$ cat src/rtl/dram_arbiter_if.sv
// Bundle of external-port, core and DRAM-side signals around the DRAM arbiter.
// The arbiter connects through slave; the cores, external port and DRAM model connect through master.
interface dram_arbiter_if #(
    parameter int ADDR_W = 9,
    parameter int DATA_W = 16
);
    logic              ext_en;
    logic              ext_we;
    logic              ext_re;
    logic [ADDR_W-1:0] ext_addr;
    logic [DATA_W-1:0] ext_wdata;
    logic [DATA_W-1:0] ext_rdata;
    logic              ext_valid;

    logic              c1_req;
    logic              c1_we;
    logic [ADDR_W-1:0] c1_addr;
    logic [DATA_W-1:0] c1_wdata;
    logic              c1_ack;
    logic [DATA_W-1:0] c1_rdata;

    logic              c2_req;
    logic              c2_we;
    logic [ADDR_W-1:0] c2_addr;
    logic [DATA_W-1:0] c2_wdata;
    logic              c2_ack;
    logic [DATA_W-1:0] c2_rdata;

    logic [ADDR_W-1:0] mem_addr;
    logic              mem_we;
    logic [DATA_W-1:0] mem_wdata;
    logic [DATA_W-1:0] mem_rdata;
    logic              busy;

    modport slave (
        input  ext_en, ext_we, ext_re, ext_addr, ext_wdata,
        output ext_rdata, ext_valid,
        input  c1_req, c1_we, c1_addr, c1_wdata,
        output c1_ack, c1_rdata,
        input  c2_req, c2_we, c2_addr, c2_wdata,
        output c2_ack, c2_rdata,
        output mem_addr, mem_we, mem_wdata, busy,
        input  mem_rdata
    );

    modport master (
        output ext_en, ext_we, ext_re, ext_addr, ext_wdata,
        input  ext_rdata, ext_valid,
        output c1_req, c1_we, c1_addr, c1_wdata,
        input  c1_ack, c1_rdata,
        output c2_req, c2_we, c2_addr, c2_wdata,
        input  c2_ack, c2_rdata,
        input  mem_addr, mem_we, mem_wdata, busy,
        output mem_rdata
    );
endinterface

$ cat src/rtl/dram_arbiter.sv
// Shares one DRAM between core 1, core 2 (round-robin) and the external load/readback port.
// Latency: IDLE->ACC->[WAIT x RD_LAT-1]->RSP, ack/valid registered out of RSP; cores hold req until ack.
module dram_arbiter #(
    parameter int ADDR_W = 9,
    parameter int DATA_W = 16,
    parameter int RD_LAT = 1
) (
    input  logic           clock,
    input  logic           reset_n,
    dram_arbiter_if.slave  bus
);
    typedef enum logic [1:0] {IDLE, ACC, WAIT, RSP} state_t;
    typedef enum logic [1:0] {OWN_C1, OWN_C2, OWN_EXT} owner_t;

    state_t            state_q, state_d;
    owner_t            owner_q, owner_d;
    logic              we_q, we_d;
    logic [1:0]        cnt_q, cnt_d;
    logic              rr_q, rr_d;
    logic              we_prev_q, we_prev_d, re_prev_q, re_prev_d;
    logic              wr_pend_q, wr_pend_d, rd_pend_q, rd_pend_d;
    logic [ADDR_W-1:0] mem_addr_q, mem_addr_d;
    logic              mem_we_q, mem_we_d;
    logic [DATA_W-1:0] mem_wdata_q, mem_wdata_d;
    logic [DATA_W-1:0] c1_rdata_q, c1_rdata_d, c2_rdata_q, c2_rdata_d, ext_rdata_q, ext_rdata_d;
    logic              c1_ack_q, c1_ack_d, c2_ack_q, c2_ack_d, ext_valid_q, ext_valid_d;
    logic              busy_q, busy_d;
    logic              we_rise, re_rise, pick_c2;

    always_comb begin
        state_d     = state_q;
        owner_d     = owner_q;
        we_d        = we_q;
        cnt_d       = cnt_q;
        rr_d        = rr_q;
        we_prev_d   = bus.ext_we;
        re_prev_d   = bus.ext_re;
        wr_pend_d   = wr_pend_q;
        rd_pend_d   = rd_pend_q;
        mem_addr_d  = mem_addr_q;
        mem_we_d    = 1'b0;
        mem_wdata_d = mem_wdata_q;
        c1_rdata_d  = c1_rdata_q;
        c2_rdata_d  = c2_rdata_q;
        ext_rdata_d = ext_rdata_q;
        c1_ack_d    = 1'b0;
        c2_ack_d    = 1'b0;
        ext_valid_d = 1'b0;
        we_rise     = bus.ext_we & ~we_prev_q;
        re_rise     = bus.ext_re & ~re_prev_q;
        // rr_q=1 means core 2 wins a tie
        pick_c2     = bus.c2_req & (~bus.c1_req | rr_q);

        case (state_q)
            IDLE: begin
                if (bus.ext_en && (wr_pend_q || rd_pend_q)) begin
                    owner_d     = OWN_EXT;
                    we_d        = wr_pend_q;
                    mem_we_d    = wr_pend_q;
                    mem_addr_d  = bus.ext_addr;
                    mem_wdata_d = bus.ext_wdata;
                    if (wr_pend_q) wr_pend_d = 1'b0;
                    else           rd_pend_d = 1'b0;
                    state_d     = ACC;
                end else if (!bus.ext_en && (bus.c1_req || bus.c2_req)) begin
                    owner_d     = pick_c2 ? OWN_C2 : OWN_C1;
                    we_d        = pick_c2 ? bus.c2_we : bus.c1_we;
                    mem_we_d    = pick_c2 ? bus.c2_we : bus.c1_we;
                    mem_addr_d  = pick_c2 ? bus.c2_addr : bus.c1_addr;
                    mem_wdata_d = pick_c2 ? bus.c2_wdata : bus.c1_wdata;
                    state_d     = ACC;
                end
            end
            ACC: begin
                if (we_q || RD_LAT == 1) begin
                    state_d = RSP;
                end else begin
                    cnt_d   = 2'(RD_LAT - 1);
                    state_d = WAIT;
                end
            end
            WAIT: begin
                cnt_d = cnt_q - 2'd1;
                if (cnt_q <= 2'd1) state_d = RSP;
            end
            RSP: begin
                case (owner_q)
                    OWN_C1: begin
                        if (!we_q) c1_rdata_d = bus.mem_rdata;
                        c1_ack_d = 1'b1;
                        rr_d     = 1'b1;
                    end
                    OWN_C2: begin
                        if (!we_q) c2_rdata_d = bus.mem_rdata;
                        c2_ack_d = 1'b1;
                        rr_d     = 1'b0;
                    end
                    default: begin
                        if (!we_q) ext_rdata_d = bus.mem_rdata;
                        ext_valid_d = 1'b1;
                    end
                endcase
                state_d = IDLE;
            end
            default: state_d = IDLE;
        endcase

        // A fresh edge in the cycle a pending op is served must not be lost
        if (we_rise)      wr_pend_d = 1'b1;
        else if (re_rise) rd_pend_d = 1'b1;
        if (!bus.ext_en) begin
            wr_pend_d = 1'b0;
            rd_pend_d = 1'b0;
        end
        busy_d = (state_d != IDLE);
    end

    always_ff @(posedge clock or negedge reset_n) begin
        if (!reset_n) begin
            state_q     <= IDLE;
            owner_q     <= OWN_C1;
            we_q        <= 1'b0;
            cnt_q       <= 2'd0;
            rr_q        <= 1'b0;
            we_prev_q   <= 1'b0;
            re_prev_q   <= 1'b0;
            wr_pend_q   <= 1'b0;
            rd_pend_q   <= 1'b0;
            mem_addr_q  <= '0;
            mem_we_q    <= 1'b0;
            mem_wdata_q <= '0;
            c1_rdata_q  <= '0;
            c2_rdata_q  <= '0;
            ext_rdata_q <= '0;
            c1_ack_q    <= 1'b0;
            c2_ack_q    <= 1'b0;
            ext_valid_q <= 1'b0;
            busy_q      <= 1'b0;
        end else begin
            state_q     <= state_d;
            owner_q     <= owner_d;
            we_q        <= we_d;
            cnt_q       <= cnt_d;
            rr_q        <= rr_d;
            we_prev_q   <= we_prev_d;
            re_prev_q   <= re_prev_d;
            wr_pend_q   <= wr_pend_d;
            rd_pend_q   <= rd_pend_d;
            mem_addr_q  <= mem_addr_d;
            mem_we_q    <= mem_we_d;
            mem_wdata_q <= mem_wdata_d;
            c1_rdata_q  <= c1_rdata_d;
            c2_rdata_q  <= c2_rdata_d;
            ext_rdata_q <= ext_rdata_d;
            c1_ack_q    <= c1_ack_d;
            c2_ack_q    <= c2_ack_d;
            ext_valid_q <= ext_valid_d;
            busy_q      <= busy_d;
        end
    end

    assign bus.mem_addr  = mem_addr_q;
    assign bus.mem_we    = mem_we_q;
    assign bus.mem_wdata = mem_wdata_q;
    assign bus.c1_rdata  = c1_rdata_q;
    assign bus.c2_rdata  = c2_rdata_q;
    assign bus.ext_rdata = ext_rdata_q;
    assign bus.c1_ack    = c1_ack_q;
    assign bus.c2_ack    = c2_ack_q;
    assign bus.ext_valid = ext_valid_q;
    assign bus.busy      = busy_q;
endmodule

$ cat src/flat_wrapper.sv
// flat-port wrapper written by rule: the top's interface ports become plain ports
module dram_arbiter_flat 
#(
    parameter int ADDR_W = 9,
    parameter int DATA_W = 16,
    parameter int RD_LAT = 1
)
  (clock, reset_n, bus_ext_en, bus_ext_we, bus_ext_re, bus_ext_addr, bus_ext_wdata, bus_ext_rdata, bus_ext_valid, bus_c1_req, bus_c1_we, bus_c1_addr, bus_c1_wdata, bus_c1_ack, bus_c1_rdata, bus_c2_req, bus_c2_we, bus_c2_addr, bus_c2_wdata, bus_c2_ack, bus_c2_rdata, bus_mem_addr, bus_mem_we, bus_mem_wdata, bus_busy, bus_mem_rdata);
  dram_arbiter_if #(.ADDR_W(ADDR_W), .DATA_W(DATA_W)) bus_i ();
  input  logic clock;
  input  logic reset_n;
  input wire logic [$bits(bus_i.ext_en)-1:0] bus_ext_en;
  input wire logic [$bits(bus_i.ext_we)-1:0] bus_ext_we;
  input wire logic [$bits(bus_i.ext_re)-1:0] bus_ext_re;
  input wire logic [$bits(bus_i.ext_addr)-1:0] bus_ext_addr;
  input wire logic [$bits(bus_i.ext_wdata)-1:0] bus_ext_wdata;
  output wire logic [$bits(bus_i.ext_rdata)-1:0] bus_ext_rdata;
  output wire logic [$bits(bus_i.ext_valid)-1:0] bus_ext_valid;
  input wire logic [$bits(bus_i.c1_req)-1:0] bus_c1_req;
  input wire logic [$bits(bus_i.c1_we)-1:0] bus_c1_we;
  input wire logic [$bits(bus_i.c1_addr)-1:0] bus_c1_addr;
  input wire logic [$bits(bus_i.c1_wdata)-1:0] bus_c1_wdata;
  output wire logic [$bits(bus_i.c1_ack)-1:0] bus_c1_ack;
  output wire logic [$bits(bus_i.c1_rdata)-1:0] bus_c1_rdata;
  input wire logic [$bits(bus_i.c2_req)-1:0] bus_c2_req;
  input wire logic [$bits(bus_i.c2_we)-1:0] bus_c2_we;
  input wire logic [$bits(bus_i.c2_addr)-1:0] bus_c2_addr;
  input wire logic [$bits(bus_i.c2_wdata)-1:0] bus_c2_wdata;
  output wire logic [$bits(bus_i.c2_ack)-1:0] bus_c2_ack;
  output wire logic [$bits(bus_i.c2_rdata)-1:0] bus_c2_rdata;
  output wire logic [$bits(bus_i.mem_addr)-1:0] bus_mem_addr;
  output wire logic [$bits(bus_i.mem_we)-1:0] bus_mem_we;
  output wire logic [$bits(bus_i.mem_wdata)-1:0] bus_mem_wdata;
  output wire logic [$bits(bus_i.busy)-1:0] bus_busy;
  input wire logic [$bits(bus_i.mem_rdata)-1:0] bus_mem_rdata;
  assign bus_i.ext_en = bus_ext_en;
  assign bus_i.ext_we = bus_ext_we;
  assign bus_i.ext_re = bus_ext_re;
  assign bus_i.ext_addr = bus_ext_addr;
  assign bus_i.ext_wdata = bus_ext_wdata;
  assign bus_ext_rdata = bus_i.ext_rdata;
  assign bus_ext_valid = bus_i.ext_valid;
  assign bus_i.c1_req = bus_c1_req;
  assign bus_i.c1_we = bus_c1_we;
  assign bus_i.c1_addr = bus_c1_addr;
  assign bus_i.c1_wdata = bus_c1_wdata;
  assign bus_c1_ack = bus_i.c1_ack;
  assign bus_c1_rdata = bus_i.c1_rdata;
  assign bus_i.c2_req = bus_c2_req;
  assign bus_i.c2_we = bus_c2_we;
  assign bus_i.c2_addr = bus_c2_addr;
  assign bus_i.c2_wdata = bus_c2_wdata;
  assign bus_c2_ack = bus_i.c2_ack;
  assign bus_c2_rdata = bus_i.c2_rdata;
  assign bus_mem_addr = bus_i.mem_addr;
  assign bus_mem_we = bus_i.mem_we;
  assign bus_mem_wdata = bus_i.mem_wdata;
  assign bus_busy = bus_i.busy;
  assign bus_i.mem_rdata = bus_mem_rdata;
  dram_arbiter #(.ADDR_W(ADDR_W), .DATA_W(DATA_W), .RD_LAT(RD_LAT)) u_core (.clock(clock), .reset_n(reset_n), .bus(bus_i));
endmodule
$ cat config.mk
export PLATFORM = sky130hd
export DESIGN_NAME = dram_arbiter_flat
export DESIGN_NICKNAME = d
export VERILOG_FILES = /design/src/rtl/dram_arbiter_if.sv /design/src/rtl/dram_arbiter.sv /design/src/flat_wrapper.sv
export SDC_FILE = /design/constraint.sdc
export NUM_CORES = 1
export LEC_CHECK = 0
export BUFFER_PORTS_ARGS = -buffer_cell sky130_fd_sc_hd__buf_2
export CAP_MARGIN = 20
export CORE_MARGIN = 3
export CORE_UTILIZATION = 50
export DETAILED_ROUTE_END_ITERATION = 7
export PLACE_DENSITY_LB_ADDON = 0.05
export REMOVE_ABC_BUFFERS = 1
export SLEW_MARGIN = 25
export SYNTH_ARGS = -nofsm -noshare
export SYNTH_HDL_FRONTEND = slang
export SYNTH_SLANG_ARGS = --single-unit
$ cat constraint.sdc
create_clock -name clock -period 4.85 [get_ports clock]
set_clock_uncertainty 0.15 [all_clocks]
set_input_delay 0.2425 -clock clock [delete_from_list [all_inputs] [get_ports clock]]
set_output_delay 0.2425 -clock clock [all_outputs]
set_load 0.01 [all_outputs]
==> flow_summary.yaml, run 1 <==
drt:
  drt_iter0_drc: 85
  antenna_left: 0
  routed_via_density: 5.19
  drc_errors: 0
  avgRoutedWirePerCell_um: 15.8
  num_vias: 3288
  dr.pass1.iters: 4
  routed_wl_um: 10000
place:
  dpl_cell_area_sq_um: 4840
  portBuffers: 177
  place.gp.congestion: 0.837
  pre_cts_slack_ns: 2.29
  hpwlAfterDp_um: 6990
power_and_ir_drop:
  ir_drop_mv: 0.206
  leakage_nw: 2.64
  pwr_density_cell_nw_per_um2: 568
  fin_total_pwr_mw: 3.04
sta:
  post-route-min-period_ns: 3.03
  hold_violations: 0
  setup_ws_ns: 1.82
  period_share: 0.624
  tightest_slew_ns: 0.902
  maxSlewViolCount: 0
  finalSetupViolCount: 0
  fmax_mhz: 331
  tns_ns: 0
  whs_ns: 0.00356
  slew_headroom: 0.399
  rsz0062_at_grt: "false"
cts:
  holdBufCountCts: 26
  cts_tree: "built"
  cts_buffers: 9
  clkSinkCount: 90
  ctsLongestPathBuffers: 2
  cts_setup_buffers: 0
  cts_htree_levels: 3
  cts-root-buf: "clkbuf_8"
  clk_pin_slew_ns: 0.09
  cts_resized: 0
  clock_latency_ns: 0.35
synth:
  ys_warn_count: 0
  yosysUniqueCellTypes: 33
  synth_cells: 332
  synth.yosys.seq_area_share: 0.577
  syn_area_sq_um: 3910
  syn_avg_cell_area_sq_um: 11.8
  synth.area.top_cells: "dfrtp_1 58%, mux2_1 14%, a211oi_1 4.8%"
  yosys.area.top_type: "dfrtp_1"
  synth_top_area_frac: 0.577
  ys_ff_latch: 90
final_layout:
  antennaDiodeCount: 0
  area_delta_synth_final_pct: 36.9
  fillerInstances: 555
  design_area_sq_um: 5350
  fin_nets: 634
  layout_commonest_cell: "buf_2"
  final_cell_mix: "176 x buf_2, 90 x dfrtp_1, 48 x mux2_1, 30 x inv_1, 29 x a21oi_1"
  drive_above_1_share: 0.378
grt:
  grt_pass1_vias: 3279
  grt_overflow: 0
  grt_start_max_net_pins: 91
  grt_pass1_wl_um: 15300
  antenna_found_initial: 0
  grt_use_total: 0.224
job:
  max_cap_viol_count: 0
critical_path:
  end_kind: "register"
  start_kind: "register"
  cp_slowest_cell: "o21ai_4"
  critPathKind: "register to register"
  required_ns: 4.99
  arrival_ns: 3.17
  max_stage_delay_ns: 0.73
  path_cells: "inv_1 -> ha_1 -> nand2b_2 -> o21ai_4 -> o22ai_1 -> nor2_1 -> dlygate4sd3_1"
  worstPathMaxFanout: 29
floorplanning:
  ios: 178
  initial_core_util: 0.527
  die_h_um: 94.4
  core_area_sq_um: 7410
  die_area_sq_um: 8910
  die_x_um: 94.4
  rows: 31
status:
  status: "complete, no violations"
min_path:
  hold_path.class: "input port to register"
==> power breakdown <==
group	leakage, nW	total [mW]	internal [mW]	switching, mW
clock network	0.114	0.571	0.308	0.263
registers	1.06	1.30	1.10	0.198
logic	1.47	1.17	0.532	0.638
==> per-stage QoR <==
stage / cells / utilization
finish: 634 / 0.722
global route: 634 / 0.722
CTS: 633 / 0.719
detailed placement: 591 / 0.654
global placement: 591 / 0.653
floorplan: 314 / -
==> worst max-delay path, delay by kind of cell (launching register included) <==
kind / cells / cell delay [ns]
flops: 1 / 0.39
simple gates: 2 / 0.50
compound gates: 2 / 0.91
fa+ha+maj: 1 / 0.33
buf+inv: 2 / 0.67
==> synthesized netlist by cell type <==
cell type,n
nand4b_1,1
o21ai_0,6
o211ai_4,1
nand3_1,1
buf_2,9
a21oi_1,29
a21o_1,1
o22ai_1,26
a211oi_1,25
inv_2,2
a21boi_2,1
mux2_1,48
o21ai_2,1
o21ai_1,1
xor2_1,1
nor2_1,28
a211o_1,1
o21ai_4,1
nand3b_1,1
a21boi_0,2
ha_1,4
and2_1,1
clkbuf_1,6
nor2b_1,1
buf_4,3
inv_1,30
dfrtp_1,90
o31ai_1,1
or2_1,1
mux2i_1,1
nand2_1,3
nand2b_1,3
nor3_4,2
==> area by class of cell <==
class	count	area [sq um]	area share
clock buffer	11	141	0.0264
clock inverter	5	86.3	0.0161
inverter	32	120	0.0225
multi-input combinational	192	1450	0.272
sequential	90	2250	0.421
tap	99	124	0.0232
timing repair buffer	205	1170	0.219
==> per-layer routing <==
metal,share of wire,track usage
met1,0.42,0.276
met2,0.49,0.383
met3,0.066,0.0526
met4,0.026,0.0890
met5,0,0
==> path summary, 6_finish.rpt <==
kind	start	end	slack, ns	cells past startpoint
setup / recovery	u_core.state_q[0]	u_core.bus.mem_addr[3]	1.82	7
hold / removal	bus_ext_wdata[6]	u_core.bus.mem_wdata[6]	0.004	3
setup reg to reg	u_core.state_q[0]	u_core.bus.mem_addr[3]	1.82	7
hold reg to reg	u_core.bus.c2_rdata[13]	u_core.bus.c2_rdata[13]	0.34	1
max in group asynchronous	reset_n	u_core.we_q	3.66	2
min in group asynchronous	reset_n	u_core.bus.c2_rdata[14]	0.36	2
==> sequential cells by signal (all words and copies together), names as in the netlist, 2 cells and up <==
register and cells:
u_core.bus.c1_rdata 16, u_core.bus.c2_rdata 16, u_core.bus.ext_rdata 16, u_core.bus.mem_wdata 16
u_core.bus.mem_addr 9, u_core.cnt_q 2, u_core.owner_q 2, u_core.state_q 2
==> cell families (layout without fill, tap and decap cells) <==
| logic type | count (synthesis) | in the layout | share of synthesized area |
|---|---|---|---|
| AO/OA/AOI/OAI | 96 | 96 | 0.160 |
| XOR/XNOR | 1 | 1 | 0.00224 |
| adder cells (fa/ha/maj) | 4 | 4 | 0.0128 |
| buffers and inverters | 50 | 253 | 0.0538 |
| flip-flops | 90 | 90 | 0.577 |
| multiplexers | 49 | 49 | 0.141 |
| AND/OR/NAND/NOR | 42 | 42 | 0.0532 |
Power figures use the tool's default switching activity.
==> run 2: changes to the inputs <==
--- a/config.mk
+++ b/config.mk
@@ -8,7 +8,7 @@
 export BUFFER_PORTS_ARGS = -buffer_cell sky130_fd_sc_hd__buf_2
 export CAP_MARGIN = 20
 export CORE_MARGIN = 3
-export CORE_UTILIZATION = 50
+export CORE_UTILIZATION = 47
 export DETAILED_ROUTE_END_ITERATION = 7
 export PLACE_DENSITY_LB_ADDON = 0.05
 export REMOVE_ABC_BUFFERS = 1
==> constraint.sdc (replaced) <==
create_clock -name clock -period 2.8 [get_ports clock]
set_clock_uncertainty 0.15 [all_clocks]
set_input_delay 0.14 -clock clock [delete_from_list [all_inputs] [get_ports clock]]
set_output_delay 0.14 -clock clock [all_outputs]
set_load 0.01 [all_outputs]
==> run 2 against run 1 <==
Global-route usage up 1.2 points. Maximum frequency grew 17%. Highest routed layer unchanged. Total power up 86%. Worst setup slack got worse by 1.6 ns. Clock power increased by 77%.
==> flow_summary.yaml, run 2 (same netlist as run 1, synthesis figures left out) <==
place:
  portBuffers: 177
  place.gp.congestion: 0.809
  hpwlAfterDp_um: 7230
  pre_cts_slack_ns: 0.663
  dpl_cell_area_sq_um: 4900
critical_path:
  r2r_cells: 8
  max_stage_delay_ns: 0.56
  path_delay_family: "buffers and inverters"
  worstPathMaxFanout: 27
  r2r_slack_ns: 0.21
  r2r_start: "u_core.state_q[0]"
  cp_slowest_cell: "dlygate4sd3_1"
  end_kind: "register"
  worst-path-stages: 8
  critPathKind: "register to register"
  start_kind: "register"
  arrival_ns: 2.72
  path_cells: "inv_1 -> ha_2 -> o211ai_4 -> o21ai_4 -> buf_4 -> o22ai_1 -> nor2_1 -> dlygate4sd3_1"
  timing.rr.end: "u_core.bus.mem_wdata[4]"
  cp_num_buf_inv: 3
  required_ns: 2.94
grt:
  grt_start_max_net_pins: 51
  grt_pass1_vias: 3779
  grt_overflow: 0
  grt_pass1_wl_um: 18000
  antenna_found_initial: 0
  grt_use_total: 0.237
sta:
  hold_violations: 0
  finalSetupViolCount: 0
  fmax_mhz: 387
  post-route-min-period_ns: 2.59
  period_share: 0.924
  setup_ws_ns: 0.213
  rsz0062_at_grt: "false"
  whs_ns: 0.00998
  maxSlewViolCount: 0
  tns_ns: 0
  tightest_slew_ns: 0.752
  slew_headroom: 0.497
floorplanning:
  rows: 32
  die_h_um: 97.2
  core_area_sq_um: 7890
  die_area_sq_um: 9440
  initial_core_util: 0.495
  ios: 178
  die_x_um: 97.2
final_layout:
  design_area_sq_um: 5860
  final_cell_mix: "176 x buf_2, 90 x dfrtp_1, 71 x dlygate4sd3_1, 48 x mux2_1, 30 x inv_1"
  area_delta_synth_final_pct: 50.1
  fin_util: 0.743
  drive_above_1_share: 0.358
  fin_nets: 685
  antennaDiodeCount: 0
  layout_commonest_cell: "buf_2"
power_and_ir_drop:
  pwr_density_cell_nw_per_um2: 966
  leakage_nw: 2.85
  ir_drop_mv: 0.422
min_path:
  hold_start: "bus_c2_we"
  hold_depth: 3
  hold_path.class: "input port to register"
  holdPathEnd: "u_core.we_q"
drt:
  antenna_left: 0
  routed_wl_um: 11200
  drt_iter0_drc: 138
  num_vias: 3608
  routed_via_density: 5.24
  avgRoutedWirePerCell_um: 16.2
  drc_errors: 0
  dr.pass1.iters: 4
cts:
  clock_latency_ns: 0.35
  clk_pin_slew_ns: 0.10
  ctsLongestPathBuffers: 2
  cts_setup_buffers: 0
  clkSinkCount: 90
  cts_tree: "built"
  cts_buffers: 9
  cts_htree_levels: 3
  cts-root-buf: "clkbuf_8"
job:
  max_cap_viol_count: 0
status:
  status: "complete, no violations"
## run 2: layer usage
metal	wire [um]	up-vias	global-route usage	share of wire
met5	0	-	0	0
met4	444	0	0.123	0.040
met3	821	38	0.0481	0.074
met2	5190	185	0.386	0.47
met1	4700	1708	0.297	0.42
li1	-	1677	-	-
## run 2: timing repair
item	in CTS	in global routing
setup endpoints to repair	0	23
gates resized for setup	0	1
endpoints found under the hold margin	120	0
hold buffers	71	0
## run 2: final cells by class
| class | instances | area (sq um) |
|---|---|---|
| clock buffers | 10 | 138 |
| inverters | 32 | 120 |
| flip-flops and latches | 90 | 2250 |
| clock inverters | 6 | 95.1 |
| repair buffers | 255 | 1660 |
| multi-input cells | 193 | 1470 |
| well taps | 102 | 128 |
| fillers | 567 | 2020 |
## run 2: tightest hold or removal path, stage by stage
cell and delay (ns):
buf_2 0.09, mux2i_1 0.08, a21oi_1 0.15
## run 2: worst max-delay path by stage
stage	from	slack (ns)	end
after floorplan	u_core.state_q[1]	0.45	u_core.bus.busy
after global placement	u_core.state_q[0]	0.74	u_core.bus.mem_wdata[4]
after detailed placement	u_core.state_q[0]	0.66	u_core.bus.mem_wdata[4]
after CTS	u_core.state_q[0]	0.12	u_core.bus.mem_wdata[12]
after global routing	u_core.state_q[1]	0.11	u_core.bus.mem_wdata[12]
final	u_core.state_q[0]	0.21	u_core.bus.mem_wdata[4]
## run 2: power by group
group | switching [mW] | total [mW] | internal (mW) | leakage, nW
logic | 1.20 | 2.41 | 1.21 | 1.66
clock network | 0.471 | 1.01 | 0.538 | 0.118
registers | 0.341 | 2.25 | 1.91 | 1.06
## run 2: per-stage QoR
stage                     power, mW  std cells
after floorplan                3.32        314
after global placement         4.20        600
after detailed placement       4.28        600
after CTS                      5.66        687
after global routing           6.03        688
final                          5.67        688
==> run 3: changes to the inputs <==
--- a/config.mk
+++ b/config.mk
@@ -8,9 +8,9 @@
 export BUFFER_PORTS_ARGS = -buffer_cell sky130_fd_sc_hd__buf_2
 export CAP_MARGIN = 20
 export CORE_MARGIN = 3
-export CORE_UTILIZATION = 47
+export CORE_UTILIZATION = 30
 export DETAILED_ROUTE_END_ITERATION = 7
-export PLACE_DENSITY_LB_ADDON = 0.05
+export PLACE_DENSITY = 0.54
 export REMOVE_ABC_BUFFERS = 1
 export SLEW_MARGIN = 25
 export SYNTH_ARGS = -nofsm -noshare
==> run 3 against run 2 <==
Die area increased by 53%. Critical path depth unchanged. Sequential cell count unchanged. Clock power up 20%.
==> flow_summary.yaml, run 3 (same netlist as run 1, synthesis figures left out) <==
sta:
  tightest_slew_ns: 0.735
  fmax_mhz: 392
  finalSetupViolCount: 0
  post-route-min-period_ns: 2.55
  maxSlewViolCount: 0
  tns_ns: 0
  slew_headroom: 0.510
  hold_violations: 0
  period_share: 0.912
  rsz0062_at_grt: "false"
  whs_ns: 0.0317
drt:
  num_vias: 3556
  routed_via_density: 4.67
  drc_errors: 0
  antenna_left: 0
  dr.pass1.iters: 4
  avgRoutedWirePerCell_um: 15.1
  drt_iter0_drc: 211
  routed_wl_um: 11500
job:
  max_cap_viol_count: 0
place:
  portBuffers: 177
  place.gp.congestion: 0.784
  dpl_cell_area_sq_um: 5010
  hpwlAfterDp_um: 7990
  dpl.cell_count: 674
power_and_ir_drop:
  fin_total_pwr_mw: 5.85
  ir_drop_mv: 0.364
  leakage_nw: 2.89
  pwr_density_cell_nw_per_um2: 967
grt:
  grt_pass1_vias: 3621
  grt_pass1_wl_um: 18000
  grt_overflow: 0
  antenna_found_initial: 2
  grt_use_total: 0.156
  grt_start_max_net_pins: 60
floorplanning:
  rows: 41
  initial_core_util: 0.308
  core_area_sq_um: 12700
  die_h_um: 120
  die_area_sq_um: 14400
  die_x_um: 120
  ios: 178
final_layout:
  fin_nets: 689
  antennaDiodeCount: 0
  layout_commonest_cell: "buf_2"
  instances_no_fill: 762
  design_area_sq_um: 6040
  area_delta_synth_final_pct: 54.7
  final_cell_mix: "176 x buf_2, 90 x dfrtp_1, 71 x dlygate4sd3_1, 48 x mux2_1, 30 x inv_1"
  drive_above_1_share: 0.363
critical_path:
  critPathKind: "register to register"
  worstPathMaxFanout: 25
  path_cells: "inv_1 -> ha_2 -> o211ai_4 -> o21ai_4 -> buf_4 -> o22ai_1 -> nor2_1 -> dlygate4sd3_1"
  end_kind: "register"
  required_ns: 2.91
  cp_slowest_cell: "dlygate4sd3_1"
  max_stage_delay_ns: 0.56
  start_kind: "register"
  arrival_ns: 2.66
min_path:
  hold_path.class: "input port to register"
cts:
  clk_pin_slew_ns: 0.06
  cts_buffers: 9
  cts_htree_levels: 3
  cts_tree: "built"
  clkSinkCount: 90
  cts-root-buf: "clkbuf_16"
  clock_latency_ns: 0.33
  ctsLongestPathBuffers: 2
status:
  status: "complete, no violations"
-- run 3: changes by cell type in the layout (fill, tap and decap cells not counted), sizes merged --
cell,delta
inv,-2
bufinv,-1
clkinv,+2
buf,+4
clkinvlp,+1
-- run 3: metal layers --
layer	vias up	wire, um	track usage
met2	159	5520	0.266
met3	18	1000	0.0462
met4	4	161	0.0437
li1	1695	-	-
met5	-	21	0
met1	1680	4790	0.191
-- run 3: worst paths after layout --
check,start,endpoint,slack [ns],cells past startpoint
worst max-delay path,u_core.state_q[0],u_core.bus.mem_addr[1],0.25,8
worst min-delay path,bus_c1_we,u_core.we_q,0.03,3
worst max register to register,u_core.state_q[0],u_core.bus.mem_addr[1],0.25,8
worst min register to register,u_core.cnt_q[0],u_core.cnt_q[0],0.32,1
max in group asynchronous,reset_n,u_core.bus.mem_addr[7],1.55,3
min in group asynchronous,reset_n,u_core.bus.c1_rdata[14],0.28,2
-- run 3: worst max-delay path: cells and delay by family (launching register included) --
| family | cells | cell delay (ns) |
|---|---|---|
| AO/OA/AOI/OAI | 3 | 0.51 |
| flip-flops | 1 | 0.39 |
| buffers and inverters | 3 | 0.98 |
| adder cells (fa/ha/maj) | 1 | 0.32 |
| AND/OR/NAND/NOR | 1 | 0.10 |
-- run 3: report_power, final --
part | internal [mW] | switching, mW | leakage (nW) | total, mW
Sequential | 1.91 | 0.336 | 1.06 | 2.25
Combinational | 1.22 | 1.17 | 1.68 | 2.39
Clock | 0.717 | 0.492 | 0.149 | 1.21
Total | 3.85 | 2.00 | 2.89 | 5.85
-- run 3: area by class of cell --
| type | instances | area, sq um |
|---|---|---|
| Clock buffer | 10 | 239 |
| Tap cell | 172 | 215 |
| Fill cell | 1203 | 6630 |
| Clock inverter | 6 | 65.1 |
| Timing Repair Buffer | 259 | 1690 |
| Inverter | 32 | 120 |
| Multi-Input combinational cell | 193 | 1460 |
| Sequential cell | 90 | 2250 |
-- run 3: repair_timing --
action                                  4_1_cts  5_1_grt
setup buffers                                 0        0
gates resized for setup                       0        1
endpoints found under the hold margin       134        0
endpoints found under the setup margin        0       24
hold buffers                                 71        0
-- run 3: metrics by stage --
stage	setup slack, ns	util
floorplan	0.453	-
global placement	0.778	0.396
detailed placement	0.656	0.396
CTS	0.108	0.476
global route	0.110	0.477
finish	0.246	0.477
